===== src/rtl/mem_ctrl.sv =====
// Memory-stage RAM responder: executes single-word read/write requests on a
// byte-wide synchronous RAM, one byte lane per cycle, with busy/done status.
module mem_ctrl #(
  parameter int unsigned ADDR_W = 17
) (
  input  logic              clk,
  input  logic              rst_n,
  input  logic              ram_r_enable_i,
  input  logic              ram_w_enable_i,
  input  logic [3:0]        ram_w_mask_i,
  input  logic [31:0]       ram_w_data_i,
  input  logic [31:0]       ram_addr_i,
  output logic [31:0]       ram_r_data_o,
  output logic              ram_busy_o,
  output logic              ram_done_o,
  output logic [ADDR_W-1:0] mem_addr_o,
  output logic              mem_wr_o,
  output logic [7:0]        mem_dout_o,
  input  logic [7:0]        mem_din_i
);

  typedef enum logic [2:0] {
    S_IDLE,
    S_WRITE,
    S_READ,
    S_READ_LAST,
    S_DONE
  } state_e;

  state_e            state_q;
  logic [1:0]        cnt_q;
  logic [1:0]        cnt_inc;
  logic [ADDR_W-3:0] base_q;
  logic [3:0]        mask_q;
  logic [31:0]       wdata_q;
  logic [23:0]       rbuf_q;
  logic [31:0]       rdata_q;
  logic              busy_q;
  logic              done_q;
  logic              mem_wr_q;
  logic [ADDR_W-1:0] mem_addr_q;
  logic [7:0]        mem_dout_q;

  // Word-offset and out-of-range address bits are intentionally discarded.
  logic unused_addr_bits;
  assign unused_addr_bits = ^{ram_addr_i[31:ADDR_W], ram_addr_i[1:0]};

  assign cnt_inc = cnt_q + 2'd1;

  // Outputs are registered alongside the state so the first byte slot is
  // already on the RAM port in the cycle right after the request is sampled.
  always_ff @(posedge clk or negedge rst_n) begin
    if (!rst_n) begin
      state_q    <= S_IDLE;
      cnt_q      <= '0;
      base_q     <= '0;
      mask_q     <= '0;
      wdata_q    <= '0;
      rbuf_q     <= '0;
      rdata_q    <= '0;
      busy_q     <= 1'b0;
      done_q     <= 1'b0;
      mem_wr_q   <= 1'b0;
      mem_addr_q <= '0;
      mem_dout_q <= '0;
    end else begin
      done_q   <= 1'b0;
      mem_wr_q <= 1'b0;
      case (state_q)
        S_IDLE: begin
          if (ram_w_enable_i) begin
            state_q    <= S_WRITE;
            cnt_q      <= '0;
            base_q     <= ram_addr_i[ADDR_W-1:2];
            mask_q     <= ram_w_mask_i;
            wdata_q    <= ram_w_data_i;
            busy_q     <= 1'b1;
            mem_addr_q <= {ram_addr_i[ADDR_W-1:2], 2'b00};
            mem_wr_q   <= ram_w_mask_i[0];
            mem_dout_q <= ram_w_data_i[7:0];
          end else if (ram_r_enable_i) begin
            state_q    <= S_READ;
            cnt_q      <= '0;
            base_q     <= ram_addr_i[ADDR_W-1:2];
            busy_q     <= 1'b1;
            mem_addr_q <= {ram_addr_i[ADDR_W-1:2], 2'b00};
          end
        end
        S_WRITE: begin
          if (cnt_q == 2'd3) begin
            state_q <= S_DONE;
            busy_q  <= 1'b0;
            done_q  <= 1'b1;
          end else begin
            cnt_q      <= cnt_inc;
            mem_addr_q <= {base_q, cnt_inc};
            mem_wr_q   <= mask_q[cnt_inc];
            mem_dout_q <= wdata_q[{cnt_inc, 3'b000} +: 8];
          end
        end
        S_READ: begin
          // RAM data lags its address by one cycle, so slot k lands at cnt k+1.
          case (cnt_q)
            2'd1:    rbuf_q[7:0]   <= mem_din_i;
            2'd2:    rbuf_q[15:8]  <= mem_din_i;
            2'd3:    rbuf_q[23:16] <= mem_din_i;
            default: ;
          endcase
          if (cnt_q == 2'd3) begin
            state_q <= S_READ_LAST;
          end else begin
            cnt_q      <= cnt_inc;
            mem_addr_q <= {base_q, cnt_inc};
          end
        end
        S_READ_LAST: begin
          rdata_q <= {mem_din_i, rbuf_q};
          state_q <= S_DONE;
          busy_q  <= 1'b0;
          done_q  <= 1'b1;
        end
        S_DONE: begin
          state_q <= S_IDLE;
        end
        default: begin
          state_q <= S_IDLE;
          busy_q  <= 1'b0;
        end
      endcase
    end
  end

  assign ram_r_data_o = rdata_q;
  assign ram_busy_o   = busy_q;
  assign ram_done_o   = done_q;
  assign mem_addr_o   = mem_addr_q;
  assign mem_wr_o     = mem_wr_q;
  assign mem_dout_o   = mem_dout_q;

endmodule


===== config.mk =====
export PLATFORM = sky130hd
export DESIGN_NAME = mem_ctrl
export DESIGN_NICKNAME = d
export VERILOG_FILES = /design/src/rtl/mem_ctrl.sv
export SDC_FILE = /design/constraint.sdc
export NUM_CORES = 1
export LEC_CHECK = 0
export CORE_ASPECT_RATIO = 1.75
export CORE_MARGIN = 1
export CORE_UTILIZATION = 35
export DETAILED_ROUTE_END_ITERATION = 16
export GPL_TIMING_DRIVEN = 0
export PLACE_DENSITY = 0.67
export SLEW_MARGIN = 20
export SYNTH_ARGS = -nofsm -noshare
export SYNTH_HDL_FRONTEND = slang
export SYNTH_SLANG_ARGS = --single-unit

===== constraint.sdc =====
create_clock -name clk -period 2.28 [get_ports clk]
set_input_delay 0.342 -clock clk [delete_from_list [all_inputs] [get_ports clk]]
set_output_delay 0.342 -clock clk [all_outputs]
set_load 0.02 [all_outputs]

==> out/results.txt, run 1 <==
maximum vdd ir drop -> 0.000858 V
htree depth -> 4
Port Buffers -> 122
drt wl/cell -> 16.8 um
crit-path cells -> buf_4 -> nor4_4 -> buf_2 -> mux2_2
Final min period -> 2.14 ns
DP HPWL -> 9240 um
worst-skew pair later-pin latency -> 0.41 ns
crit end category -> register
initial antenna violation count -> 0
Pins Over Slew Limit -> 0
Final Skew -> 0.0102 ns
Clock Tree Root -> clkbuf_16
Area Overhead vs Synth -> 36.8%
Final period util -> 0.940
Worst path slowest cell -> nor4_4
Sequential Area -> 3450 um2
crit path max fanout -> 10
reg-to-reg critical path endpoint -> wdata_q[17]
R2R setup slack -> 0.14 ns
gp weighted congestion -> 0.786
Die H -> 173 um
CP top delay family -> simple AND/OR/NAND/NOR gates
cells after synthesis -> 380
ys flop type -> dfrtp_1
Final Setup Violations -> 0
MaxCap Viol Count -> 0
routed wire length -> 12700 um
start point of the critical path -> state_q[0]
CTS Sinks -> 138
Post-CTS Repair Setup Buffers -> 0
die footprint -> 17200 um2
Hold WS -> 0.470 ns
total CTS buffers -> 17
Layout Nets -> 605
Finished Cell Area -> 7960 um2
Cell variety after synth -> 32
Initial DRC Count -> 71
reg2reg start -> state_q[0]
Cell Area, Placed -> 7360 um2
max incr delay on CP -> 0.68 ns
net count of the mapped netlist -> 463
pin count of the biggest net entering global routing -> 75
crit path launch type -> register
Bufs and invs on worst path -> 2
Multi-input gate area -> 2240 um2
dominant cell type by area after synthesis -> dfrtp_1
fmax -> 467 MHz
IO Count -> 140
post-route ant nets -> 0
DR DRC count -> 0
CTS tree -> built
flops & latches, synth -> 138
crit path DAT -> 2.43 ns
relative slew slack -> 0.503
Synth async-reset ratio -> 1.00
Synth Warn # -> 0
Total Routing Usage GR -> 0.163
Seq/Total Area, Yosys -> 0.593
Via-to-Cell Ratio -> 4.77
total power -> 12.7 mW
Reg clk slew, reported paths -> 0.06 ns
Core Region -> 16400 um2
Power Dens Cells -> 1590 nW/um2
Syn Area/Cell -> 15.3 um2
drt pass-1 iters -> 4
row count -> 62
synthesized area -> 5820 um2
number of synthesized flops with an enable pin -> 0
global-route wire length before repair -> 21300 um
status -> finished clean
GR Overflow Total -> 0
DIE WIDTH -> 99.5 um
leakage power -> 3.48 nW
worst reg2reg path depth -> 4
Hold Vio Cnt, Final -> 0
vias in the first global route -> 4124
min-delay worst type -> primary input to asynchronous set/reset pin
share of cells above drive strength 1 -> 0.380
fillers -> 1461
Synth area leaders -> dfrtp_1 (59%), mux2_2 (24%), mux4_2 (3.5%)
Worst EP required -> 2.56 ns
setup tns final -> 0 ns
clk buf depth -> 2
Final Util -> 0.487
Slew @ Worst Pin -> 0.741 ns
via count -> 3613
RSZ-0062 raised after global routing -> no
Initial Util -> 0.356
ant diodes -> 0
critical path class -> register to register
share of the synthesized area in the top cell type -> 0.593
==> final cells by class <==
| type | instances | share of cell area |
|---|---|---|
| clock inverter | 14 | 0.0204 |
| buffer | 19 | 0.0156 |
| timing repair buffer | 124 | 0.159 |
| tap | 224 | 0.0352 |
| multi-input combinational | 218 | 0.281 |
| clock buffer | 17 | 0.0534 |
| sequential | 138 | 0.434 |
| inverter | 4 | 0.00189 |
==> worst max path at each step <==
stage	depth (start not counted)	endpoint
detailed placement	5	wdata_q[22]
floorplan	6	mem_wr_o
CTS	5	mem_wr_o
global placement	1	wdata_q[19]
finish	4	wdata_q[17]
global route	6	mem_dout_o[2]
==> cells in the mapped netlist (2+ instances only) <==
master,instances
mux2_1,3
nor3_2,2
inv_1,4
buf_6,2
mux4_2,9
mux2_2,126
a31oi_1,8
a21oi_1,2
buf_2,10
buf_4,6
nor3_1,3
and3_1,3
nand2_1,20
nor2_1,12
mux2_4,10
clkbuf_1,2
o21bai_1,2
dfrtp_1,138
nand2b_1,3
ha_1,3
==> state kept, by name, indices dropped and copies added (netlist names) <==
name and count:
base_q 15, mem_dout_o 8, rbuf_q 24, ram_done_o 1, mem_wr_o 1, state_q 3, ram_r_data_o 32, mem_addr_o 16
ram_busy_o 1, mask_q 4, wdata_q 32, cnt_q 1
==> routing by layer <==
| layer | vias to the layer above | global-route usage | wire (um) |
|---|---|---|---|
| li1 | 1637 | - | - |
| met1 | 1869 | 0.180 | 4870 |
| met2 | 88 | 0.295 | 7110 |
| met3 | 19 | 0.0368 | 464 |
| met4 | 0 | 0.0662 | 291 |
| met5 | - | 0 | 0 |
==> cells by family (layout without fill, tap and decap cells) <==
kind of cell    after synthesis  after routing  share of synthesized area
flops                       138            138                      0.593
xor+xnor                      1              1                    0.00279
buf+inv                      24            178                     0.0241
compound gates               19             19                     0.0226
mux                         148            148                      0.310
fa+ha+maj                     3              3                    0.00645
simple gates                 47             47                     0.0410
==> cell usage in the layout (no fill, tap or decap), types with 3 or more instances in the layout <==
master	n
clkbuf_16	17
dfrtp_1	138
nand2b_1	3
mux4_2	9
mux2_4	10
a31oi_1	8
buf_4	6
inv_6	5
clkinv_4	5
inv_1	4
mux2_1	3
mux2_2	126
clkdlybuf4s50_1	121
nand2_1	20
nor3_1	3
and3_1	3
buf_2	9
nor2_1	12
==> through the flow <==
stage | setup slack, ns | cells
after floorplan | 0.132 | 380
after global placement | -4.51 | 726
after detailed placement | -0.267 | 727
after CTS | 0.110 | 758
after global routing | 0.0465 | 758
final | 0.137 | 758
==> power by group <==
part	switching (mW)	leakage (nW)	total [mW]	internal, mW
sequential	0.654	1.71	4.32	3.67
combinational	2.43	1.49	5.61	3.18
clock	1.10	0.281	2.73	1.63
==> timing repair <==
| action | 4_1_cts | 5_1_grt |
|---|---|---|
| gates resized for setup | 1 | 2 |
| hold buffers | 1 | 0 |
| endpoints found under the setup margin | 10 | 7 |
| endpoints found under the hold margin | 64 | 0 |
| pin swaps | 0 | 0 |
| gates cloned | 0 | 0 |
Note: power is estimated with default switching activity, not from simulation.
==> run 2, diff against run 1 <==
==> constraint.sdc (replaced) <==
create_clock -name clk -period 2 [get_ports clk]
set_input_delay 0.3 -clock clk [delete_from_list [all_inputs] [get_ports clk]]
set_output_delay 0.3 -clock clk [all_outputs]
set_load 0.02 [all_outputs]
==> run 2 against run 1 <==
Effect of this change:
- register-to-register slack worse by 0.04 ns
- clock power grew 21%
- die area stayed put
- final cell count grew 1.2%
- total power is 17% higher
- wire length up 0.17%
- hold slack got worse by 0.12 ns
- non-clock buffer count rose by 8
- sequential share of layout area decreased by 0.63 points
- combinational power rose by 17%
- core utilization up 0.73 points
- flip-flop and latch count unchanged
- critical endpoint is now mem_addr_o[9]
- highest routed layer unchanged
==> out/results.txt, run 2 (synthesis gave the netlist of run 1 again) <==
start point of the critical path -> state_q[0]
initial antenna violation count -> 0 (unchanged)
row count -> 62 (unchanged)
ant diodes -> 0 (unchanged)
Final period util -> 0.950 (+0.00994)
drt wl/cell -> 16.6 um (-1.0%)
global-route wire length before repair -> 21000 um (-1.3%)
commonest non-fill, non-tap cells in the layout -> dfrtp_1 (137), mux2_2 (126), clkdlybuf4s50_1 (121)
Port Buffers -> 122 (unchanged)
gp weighted congestion -> 0.795 (+1.2%)
crit path DAT -> 2.19 ns (-0.24 ns)
Finished Cell Area -> 8080 um2 (+1.5%)
Final min period -> 1.90 ns (-0.243 ns)
Total Routing Usage GR -> 0.160 (-0.00270)
RSZ-0062 raised after global routing -> no
via count -> 3630 (+0.47%)
maximum vdd ir drop -> 0.000832 V (-3.1%)
DP HPWL -> 9020 um (-2.3%)
post-route ant nets -> 0 (unchanged)
Layout Nets -> 613 (+1.3%)
crit path max fanout -> 10 (unchanged)
most common cell after layout, fill and taps aside -> dfrtp_1
Slew @ Worst Pin -> 0.678 ns (-0.0628 ns)
vias in the first global route -> 4059 (-1.6%)
Reg clk slew, reported paths -> 0.06 ns (about the same)
CTS Sinks -> 138 (unchanged)
R2R setup slack -> 0.10 ns (-0.04 ns)
crit path launch type -> register
Cell Area, Placed -> 7360 um2 (about the same)
htree depth -> 4 (unchanged)
status -> finished clean
fillers -> 1459 (-0.14%)
Final Setup Violations -> 0 (unchanged)
pre-CTS setup slack -> -0.547 ns (-0.280 ns)
die footprint -> 17200 um2 (unchanged)
Worst EP required -> 2.29 ns (-0.27 ns)
total power -> 14.8 mW (+17%)
reg-to-reg critical path endpoint -> mem_addr_o[9]
share of cells above drive strength 1 -> 0.390 (+0.0103)
Core Region -> 16400 um2 (unchanged)
Final WS setup -> 0.100 ns (-0.0367 ns)
Power Dens Cells -> 1830 nW/um2 (+15%)
Area Overhead vs Synth -> 38.8%
min-delay worst type -> primary input to asynchronous set/reset pin
Clock Tree Root -> clkbuf_16
GR Overflow Total -> 0 (unchanged)
Pins Over Slew Limit -> 0 (unchanged)
IO Count -> 140 (unchanged)
Die H -> 173 um (unchanged)
CTS tree -> built
Hold WS -> 0.349 ns (-0.121 ns)
Final Skew -> 0.0113 ns (+0.00112 ns)
leakage power -> 3.55 nW (+2.2%)
Initial DRC Count -> 66 (-7.0%)
critical path class -> register to register
pin count of the biggest net entering global routing -> 103 (+37%)
Initial Util -> 0.356 (unchanged)
DR DRC count -> 0 (unchanged)
DIE WIDTH -> 99.5 um (unchanged)
Via-to-Cell Ratio -> 4.73 (-0.71%)
fmax -> 526 MHz (+13%)
crit end category -> register
drt pass-1 iters -> 5 (+1)
clk buf depth -> 2 (unchanged)
worst reg2reg path depth -> 6 (+2)
Hold Vio Cnt, Final -> 0 (unchanged)
relative slew slack -> 0.546 (+0.0431)
reg2reg start -> state_q[0]
worst-skew pair later-pin latency -> 0.41 ns (about the same)
MaxCap Viol Count -> 0 (unchanged)
routed wire length -> 12800 um (+0.17%)
total CTS buffers -> 17 (unchanged)
-- run 2: through the flow --
step | std cells | TNS [ns] | utilization
floorplan | 380 | 0 | -
global placement | 726 | -673.50 | 0.448
detailed placement | 727 | -21.78 | 0.450
CTS | 765 | 0 | 0.492
global route | 767 | 0 | 0.494
finish | 767 | 0 | 0.494
-- run 2: worst max-delay path, cell delays in order, from the launching register on --
cell and delay, ns:
dfrtp_1 0.36, buf_4 0.18, xnor2_2 0.19, nor2_4 0.20, buf_4 0.24, mux2_2 0.36, mux2_4 0.27
-- run 2: layout make-up --
class / instances / area, um2 / area share
Sequential cell: 138 / 3450 / 0.427
Tap cell: 224 / 280 / 0.0347
Clock inverter: 14 / 185 / 0.0229
Buffer: 20 / 138 / 0.0170
Timing Repair Buffer: 131 / 1330 / 0.164
Multi-Input combinational cell: 218 / 2240 / 0.278
Clock buffer: 18 / 439 / 0.0543
Inverter: 4 / 15.0 / 0.00186
-- run 2: metal layers --
layer / global-route usage / up-vias / part of all wire
li1: - / 1660 / -
met1: 0.176 / 1865 / 0.38
met2: 0.295 / 96 / 0.57
met3: 0.0412 / 9 / 0.045
met4: 0.0515 / 0 / 0.011
met5: 0 / - / 0
-- run 2: worst max-delay path by stage --
stage / cells past startpoint / to / slack, ns
floorplan: 6 / mem_wr_o / 0.007
global placement: 1 / rbuf_q[21] / -4.76
detailed placement: 5 / wdata_q[19] / -0.55
CTS: 4 / ram_r_data_o[23] / 0.02
global route: 7 / mem_dout_o[4] / 0.02
finish: 6 / mem_addr_o[9] / 0.10
-- run 2: what timing repair did --
item | in CTS | in global routing
pin swaps | 2 | 0
gates resized for setup | 5 | 2
setup endpoints to repair | 49 | 44
cloned | 0 | 0
setup buffers | 5 | 2
hold endpoints to repair | 36 | 0
hold buffers | 1 | 0
-- run 2: power breakdown --
group	internal, mW	switching, mW
sequential	4.18	0.747
combinational	3.72	2.82
clock	2.03	1.27
total	9.93	4.84
==> run 3, diff against run 2 <==
--- a/config.mk
+++ b/config.mk
@@ -7,10 +7,10 @@
 export LEC_CHECK = 0
 export CORE_ASPECT_RATIO = 1.75
 export CORE_MARGIN = 1
-export CORE_UTILIZATION = 35
+export CORE_UTILIZATION = 50
 export DETAILED_ROUTE_END_ITERATION = 16
 export GPL_TIMING_DRIVEN = 0
-export PLACE_DENSITY = 0.67
+export PLACE_DENSITY = 0.87
 export SLEW_MARGIN = 20
 export SYNTH_ARGS = -nofsm -noshare
 export SYNTH_HDL_FRONTEND = slang
==> run 3 against run 2 <==
Effect of this change:
- sequential power about the same
- final cell count decreased by 12%
- global-route usage increased by 6.7 points
- largest power group unchanged
==> out/results.txt, run 3 (synthesis gave the netlist of run 1 again) <==
status -> finished clean
Die H -> 145 um (-16%)
Final Skew -> 0.00893 ns (-0.00237 ns)
DP HPWL -> 8860 um (-1.8%)
Via-to-Cell Ratio -> 5.42 (+14%)
DR DRC count -> 0 (unchanged)
setup tns final -> 0 ns (unchanged)
crit path DAT -> 2.19 ns (about the same)
pin count of the biggest net entering global routing -> 89 (-14%)
total CTS buffers -> 17 (unchanged)
Clock Tree Root -> clkbuf_16
GR Overflow Total -> 0 (unchanged)
Final Setup Violations -> 0 (unchanged)
min-delay worst type -> primary input to asynchronous set/reset pin
CTS Sinks -> 138 (unchanged)
die footprint -> 12100 um2 (-30%)
crit end category -> register
Initial Util -> 0.518 (+0.163)
commonest non-fill, non-tap cells in the layout -> dfrtp_1 (137), mux2_2 (126), clkdlybuf4s50_1 (121)
global-route wire length before repair -> 20800 um (-0.96%)
drt pass-1 iters -> 4 (-1)
fmax -> 527 MHz (about the same)
Hold Vio Cnt, Final -> 0 (unchanged)
Final period util -> 0.949 (about the same)
Total Routing Usage GR -> 0.227 (+0.0672)
worst-skew pair later-pin latency -> 0.40 ns (about the same)
reg-to-reg critical path endpoint -> mem_addr_o[13]
RSZ-0062 raised after global routing -> no
crit path max fanout -> 10 (unchanged)
critical path class -> register to register
ant diodes -> 0 (unchanged)
gp weighted congestion -> 0.816 (+2.7%)
Area Overhead vs Synth -> 37.1%
Layout Nets -> 613 (unchanged)
most common cell after layout, fill and taps aside -> dfrtp_1
worst reg2reg path depth -> 6 (unchanged)
total power -> 14.9 mW (+1.0%)
row count -> 51 (-18%)
Worst path slowest cell -> dfrtp_1
Initial DRC Count -> 132 (+100%)
htree depth -> 4 (unchanged)
Power Dens Cells -> 1870 nW/um2 (+2.3%)
Port Buffers -> 122 (unchanged)
routed wire length -> 12600 um (-1.0%)
post-route ant nets -> 0 (unchanged)
R2R setup slack -> 0.10 ns (about the same)
max incr delay on CP -> 0.36 ns (about the same)
critical path's most frequent cell -> buf_4
initial antenna violation count -> 0 (unchanged)
share of cells above drive strength 1 -> 0.389 (-0.00112)
reg2reg start -> state_q[0]
relative slew slack -> 0.565 (+0.0196)
CTS tree -> built
vias in the first global route -> 4124 (+1.6%)
Pins Over Slew Limit -> 0 (unchanged)
Slew @ Worst Pin -> 0.649 ns (-0.0292 ns)
maximum vdd ir drop -> 0.00111 V (+34%)
Core Region -> 11200 um2 (-31%)
drt wl/cell -> 18.7 um (+13%)
crit-path cells -> buf_4 -> xnor2_2 -> nor2_4 -> buf_4 -> mux2_2 -> mux2_4
leakage power -> 3.55 nW (-0.13%)
DIE WIDTH -> 83.6 um (-16%)
Reg clk slew, reported paths -> 0.06 ns (about the same)
crit path launch type -> register
via count -> 3651 (+0.58%)
IO Count -> 140 (unchanged)
MaxCap Viol Count -> 0 (unchanged)
clk buf depth -> 2 (unchanged)
Worst EP required -> 2.29 ns (about the same)
Final Util -> 0.711 (+0.217)
Final min period -> 1.90 ns (-0.00149 ns)
## run 3: worst max-delay path by stage
| stage | depth (start not counted) | slack [ns] | endpoint | from |
|---|---|---|---|---|
| 6_report | 6 | 0.10 | mem_addr_o[13] | state_q[0] |
| 5_1_grt | 7 | 0.01 | mem_dout_o[3] | cnt_q[0] |
| 4_1_cts | 4 | 0.01 | ram_r_data_o[28] | state_q[2] |
| 3_5_place_dp | 5 | -0.50 | wdata_q[19] | ram_w_enable_i |
| 3_3_place_gp | 1 | -4.52 | rbuf_q[21] | rst_n |
| 2_1_floorplan | 6 | 0.007 | mem_wr_o | cnt_q[0] |
## run 3: critical path: cells and delay by family (launching register included)
kind                      cells  cell delay [ns]
muxes                         2             0.63
buffers and inverters         2             0.41
DFF                           1             0.36
xor gates and xnor gates      1             0.19
and+or+nand+nor               1             0.19
## run 3: timing repair
action,in CTS,in global routing
setup endpoints to repair,40,26
hold buffers,1,0
resized for setup,4,4
hold endpoints to repair,50,0
setup buffers,4,3
pin swaps,2,0
## run 3: cell type report
cell class | instances | area (um2)
buffer | 20 | 138
inverter | 4 | 15.0
sequential | 138 | 3450
clock buffer | 20 | 457
clock inverter | 11 | 193
timing repair buffer | 131 | 1320
fill | 746 | 3250
multi-input combinational | 218 | 2250
tap | 132 | 165
## run 3: power by group
group / switching [mW] / internal, mW
clock: 1.12 / 2.27
combinational: 2.87 / 3.71
sequential: 0.759 / 4.19
total: 4.75 / 10.2
## run 3: per-stage QoR
step           hold slack (ns)  area [um2]  worst slack (ns)  cells
2_1_floorplan          0.00441        5820           0.00665    380
3_3_place_gp             0.466        7210             -4.52    634
3_5_place_dp             0.231        7240            -0.501    635
4_1_cts                  0.389        7950            0.0105    671
5_1_grt                  0.413        7980            0.0112    674
6_report                 0.386        7980             0.102    674
## run 3: per-layer routing
layer,global-route usage,wire (um),vias up
li1,-,-,1652
met1,0.248,4780,1860
met2,0.416,7130,116
met3,0.0499,425,23
met4,0.110,295,0
met5,0,0,-
